===== src/rtl/fft_frame_sequencer.sv =====
// Streams fixed-size frames from a show-ahead FIFO into the FFT sink with Avalon-ST framing,
// throttles frames outstanding inside the FFT and captures the per-frame block exponent.
module fft_frame_sequencer #(
  parameter int SAMPLES      = 4096,
  parameter int CNT_W        = 13,
  parameter int MAX_INFLIGHT = 2
) (
  input  logic             fft_clk,
  input  logic             reset,
  input  logic             enable,
  input  logic [CNT_W-1:0] fifo_usedw,
  input  logic [15:0]      fifo_q,
  output logic             fifo_rdreq,
  input  logic             sink_ready,
  output logic             sink_valid,
  output logic             sink_sop,
  output logic             sink_eop,
  output logic [15:0]      sink_real,
  input  logic             src_valid,
  input  logic             src_sop,
  input  logic             src_eop,
  input  logic [5:0]       src_exp,
  output logic [5:0]       exp_out,
  output logic             exp_valid,
  output logic             busy,
  output logic [2:0]       inflight,
  output logic [15:0]      frames_sent,
  output logic             err
);

  localparam logic [CNT_W-1:0] LP_SAMPLES = CNT_W'(SAMPLES);
  localparam logic [CNT_W-1:0] LP_LAST    = CNT_W'(SAMPLES - 1);
  localparam logic [2:0]       LP_MAX_INF = 3'(MAX_INFLIGHT);

  typedef enum logic [0:0] {
    S_IDLE   = 1'b0,
    S_STREAM = 1'b1
  } state_t;

  state_t           r_state;
  state_t           w_state_next;
  logic [CNT_W-1:0] r_pos;
  logic [CNT_W-1:0] w_pos_next;
  logic [2:0]       r_inflight;
  logic [15:0]      r_frames_sent;
  logic [5:0]       r_exp_out;
  logic             r_exp_valid;
  logic             r_err;

  logic w_streaming;
  logic w_beat;
  logic w_last;
  logic w_eop_beat;
  logic w_start;
  logic w_inc;
  logic w_dec;
  logic w_orphan;
  logic w_underrun;
  logic w_src_sop;

  assign w_streaming = (r_state == S_STREAM);
  assign w_beat      = w_streaming && sink_ready;
  assign w_last      = (r_pos == LP_LAST);
  assign w_eop_beat  = w_beat && w_last;
  assign w_start     = enable && (fifo_usedw >= LP_SAMPLES) && (r_inflight < LP_MAX_INF);

  assign w_inc      = w_eop_beat;
  assign w_dec      = src_valid && src_eop;
  // An emitted frame with nothing recorded as in flight is a protocol violation.
  assign w_orphan   = w_dec && !w_inc && (r_inflight == 3'd0);
  assign w_underrun = w_beat && (fifo_usedw == '0);
  assign w_src_sop  = src_valid && src_sop;

  always_comb begin
    w_state_next = r_state;
    w_pos_next   = r_pos;
    case (r_state)
      S_IDLE: begin
        if (w_start) begin
          w_state_next = S_STREAM;
        end
      end
      S_STREAM: begin
        if (w_beat) begin
          if (w_last) begin
            w_pos_next   = '0;
            w_state_next = S_IDLE;
          end else begin
            w_pos_next = r_pos + 1'b1;
          end
        end
      end
      default: begin
        w_state_next = S_IDLE;
        w_pos_next   = '0;
      end
    endcase
  end

  always_ff @(posedge fft_clk) begin
    if (reset) begin
      r_state       <= S_IDLE;
      r_pos         <= '0;
      r_inflight    <= 3'd0;
      r_frames_sent <= 16'd0;
      r_exp_out     <= 6'd0;
      r_exp_valid   <= 1'b0;
      r_err         <= 1'b0;
    end else begin
      r_state <= w_state_next;
      r_pos   <= w_pos_next;
      if (w_eop_beat) begin
        r_frames_sent <= r_frames_sent + 16'd1;
      end
      case ({w_inc, w_dec})
        2'b10:   r_inflight <= r_inflight + 3'd1;
        2'b01:   if (r_inflight != 3'd0) r_inflight <= r_inflight - 3'd1;
        default: r_inflight <= r_inflight;
      endcase
      r_exp_valid <= w_src_sop;
      if (w_src_sop) begin
        r_exp_out <= src_exp;
      end
      r_err <= r_err | w_orphan | w_underrun;
    end
  end

  assign sink_valid  = w_streaming;
  assign sink_sop    = w_streaming && (r_pos == '0);
  assign sink_eop    = w_streaming && w_last;
  assign sink_real   = fifo_q;
  assign fifo_rdreq  = w_beat;
  assign busy        = w_streaming;
  assign inflight    = r_inflight;
  assign frames_sent = r_frames_sent;
  assign exp_out     = r_exp_out;
  assign exp_valid   = r_exp_valid;
  assign err         = r_err;

endmodule

===== config.mk =====
export PLATFORM = sky130hd
export DESIGN_NAME = fft_frame_sequencer
export DESIGN_NICKNAME = d
export VERILOG_FILES = /design/src/rtl/fft_frame_sequencer.sv
export SDC_FILE = /design/constraint.sdc
export NUM_CORES = 1
export LEC_CHECK = 0
export BUFFER_PORTS_ARGS = -buffer_cell sky130_fd_sc_hd__buf_2
export CAP_MARGIN = 30
export CORE_MARGIN = 2
export CORE_UTILIZATION = 35
export CTS_BUF_LIST = sky130_fd_sc_hd__clkbuf_16
export CTS_CLUSTER_SIZE = 20
export DETAILED_ROUTE_END_ITERATION = 8
export GPL_TIMING_DRIVEN = 0
export PLACE_DENSITY = 0.65
export SLEW_MARGIN = 10
export SYNTH_ARGS = -nofsm -noshare
export SYNTH_HDL_FRONTEND = slang
export SYNTH_SLANG_ARGS = --single-unit

===== constraint.sdc =====
create_clock -name fft_clk -period 6.4 [get_ports fft_clk]
set_input_delay 1.28 -clock fft_clk [delete_from_list [all_inputs] [get_ports fft_clk]]
set_output_delay 1.28 -clock fft_clk [all_outputs]
set_load 0.02 [all_outputs]

==> reports/qor.txt <==
TritonCTS Buffers: 5
Worst slew margin: 0.588
Root Buffer: clkbuf_16
H-tree levels: 2
Primary FF master, synth: dfxtp_1
P per Cell Area: 202 nW/µm²
Register area share after synthesis: 0.379
Chip Width: 82.7 µm
Floorplan die height: 82.7 µm
Slowest stage cell, crit path: or4_1
Area leader, netlist: dfxtp_1
Row cnt: 28
Cell Area, Placed: 2620 µm²
Critical Path RT: 6.55 ns
FILL cells: 581
Area share of the largest cell type after synthesis: 0.379
Setup slack after layout: 3.30 ns
Number of global-route vias before repair: 1732
CTS tree: done
CTS clk-pin slew, worst paths: 0.06 ns
First-pass GRT wire length: 7.90 mm
DRC: 0
Post-CTS sizing: 0
Core area: 5960 µm²
Setup Skew: 0.00640 ns
Flops & latches, synth: 41
Most common cell after layout, fill and taps aside: buf_2
Total wire length: 4.93 mm
CP Data Arrival Time: 3.25 ns
# setup viols final: 0
DRT iter0 DRCs: 81
Worst VDD drop: 0.162 mV
Critical Path Start Type: input port
Kind of cell adding the most delay to the critical path: simple AND/OR/NAND/NOR gates
Final setup TNS: 0 ns
Worst path bufs/invs: 2
I/O pin total: 90
Worst slack at placement: 3.03 ns
Post-synthesis cell area: 2170 µm²
Crit end category: flip-flop
Leakage: 1.28 nW
Post-synth EDFFs: 0
Total Routing Usage GR: 0.150
Total grt overflow: 0
Most frequent cells in the layout: 75 x buf_2, 41 x dfxtp_1, 34 x nor2_1
Hold Slack: 0.451 ns
Die area: 6830 µm²
Layout area overhead: 27.4%
Worst-path maximum fanout: 10
Wire length per cell: 12.2 µm
Final nets: 376
Final hold violations: 0
Synth cell types: 46
Outcome: complete, no violations
Initial Utilization: 0.364
Worst Tran Pin Value: 0.616 ns
Synth top area cells: dfxtp_1 38%, buf_4 6.6%, nor2_1 5.9%, xor2_1 4.4%, nand3_1 3.9%
Fraction of registers with async set/reset: 0
Via Count: 1985
Synthesized instance count: 251
Synth Area per Inst: 8.63 µm²
ANT nets after route: 0
Post-synth net total: 297
Post-CTS Setup Inserts: 0
Final Core Density: 0.463
Number of diodes: 0
TritonRoute pass-1 iters: 7
Max Clk Rate: 0.322 GHz
CP Class: input port to flip-flop
Most frequent CP cell: nor2_1
Clock latency on the worst-skew pair: 0.28 ns
HPWL after DPL: 3.70 mm
Share of cells above drive strength 1: 0.360
Worst-path cell chain: buf_2 > nand3b_1 > nor4_2 > buf_4 > nor2_1 > xor2_1 > ha_1 > or4_1 > mux2i_1 > xnor2_1 > nor2_1
Final instance area: 2760 µm²
Period utilization: 0.485
Hold Path Class: flip-flop to flip-flop
YS warnings: 0
GPL Wtd Cong: 0.780
Slowest Stage Delay on Critical Path: 0.50 ns
Port Buffer Count: 72
Largest net degree at the start of global routing: 13
Max Slew Vio Count: 0
Max cap viols: 0
Routed vias/inst: 4.89
Min cycle time layout: 3.10 ns
Initial antenna violation count: 0
Clock Sinks: 41
Hold bufs inserted after CTS: 0
Maximum root-to-sink buffer count: 2
RSZ-0062 raised after global routing: no
-- routing by layer --
metal,GRT usage,up-vias,part of all wire
met3,0.0348,6,0.065
met2,0.233,63,0.44
met4,0.0607,0,0.017
met5,0,-,0
met1,0.199,898,0.48
li1,-,1018,-
-- sequential cells by signal (all words and copies together) (netlist names) --
name,cells
inflight,3
err,1
exp_out,6
busy,1
r_pos,13
frames_sent,16
exp_valid,1
-- worst reg2reg max path: cells and delay by family (launching register included) --
family / cells / cell delay (ns)
simple gates: 5 / 1.22
flops: 1 / 0.41
fa+ha+maj: 2 / 0.39
xor+xnor: 2 / 0.30
buf+inv: 1 / 0.25
mux: 1 / 0.18
-- per-stage QoR --
stage,power (mW),std cells
finish,0.556,406
global route,0.578,406
CTS,0.562,406
detailed placement,0.324,398
global placement,0.323,398
floorplan,0.302,251
-- kinds of logic after synthesis --
logic type | after synthesis | synth area share
adder cells (fa/ha/maj) | 4 | 0.0231
multiplexers | 7 | 0.0347
buffers and inverters | 30 | 0.0867
XOR/XNOR | 18 | 0.0728
flip-flops | 41 | 0.379
AND/OR/NAND/NOR | 120 | 0.316
AO/OA/AOI/OAI | 31 | 0.0878
-- final cells by class --
cell class	instances	area, µm²	share of cell area
timing repair buffer	72	360	0.131
inverter	4	15.0	0.00544
sequential	41	821	0.298
clock inverter	3	13.8	0.00499
multi-input combinational	180	1160	0.420
buffer	26	173	0.0626
tap	75	93.8	0.0340
clock buffer	5	125	0.0454
-- where the power goes --
part | total [mW] | internal [mW] | leakage [nW] | switching (mW)
clock network | 0.238 | 0.141 | 0.0748 | 0.0970
registers | 0.261 | 0.259 | 0.332 | 0.00267
logic | 0.0566 | 0.0248 | 0.874 | 0.0318
total | 0.556 | 0.425 | 1.28 | 0.131
-- path summary, 6_finish.rpt --
path	start	end	slack, ns	depth (start not counted)
max	sink_ready	inflight[2]$_SDFFE_PP0P_	3.30	11
min reg2reg	exp_out[1]$_SDFFE_PP0P_	exp_out[1]$_SDFFE_PP0P_	0.45	2
min	exp_out[1]$_SDFFE_PP0P_	exp_out[1]$_SDFFE_PP0P_	0.45	2
max reg2reg	r_pos[0]$_SDFFE_PP0P_	inflight[2]$_SDFFE_PP0P_	3.52	11
-- Yosys cell counts (all sizes together), types with 3 or more instances --
cell type / number
a31o: 4
clkbuf: 3
nor2b: 6
nor3: 5
dfxtp: 41
o21ai: 4
nand3: 17
or4: 3
and2: 3
nand2: 16
or3: 3
nor2: 35
buf: 23
ha: 4
nor4: 5
mux2: 4
mux2i: 3
nand2b: 4
inv: 4
and3: 8
a21oi: 16
xor2: 11
nand4: 8
xnor2: 7
No activity file was read; power rests on OpenSTA's default activity.
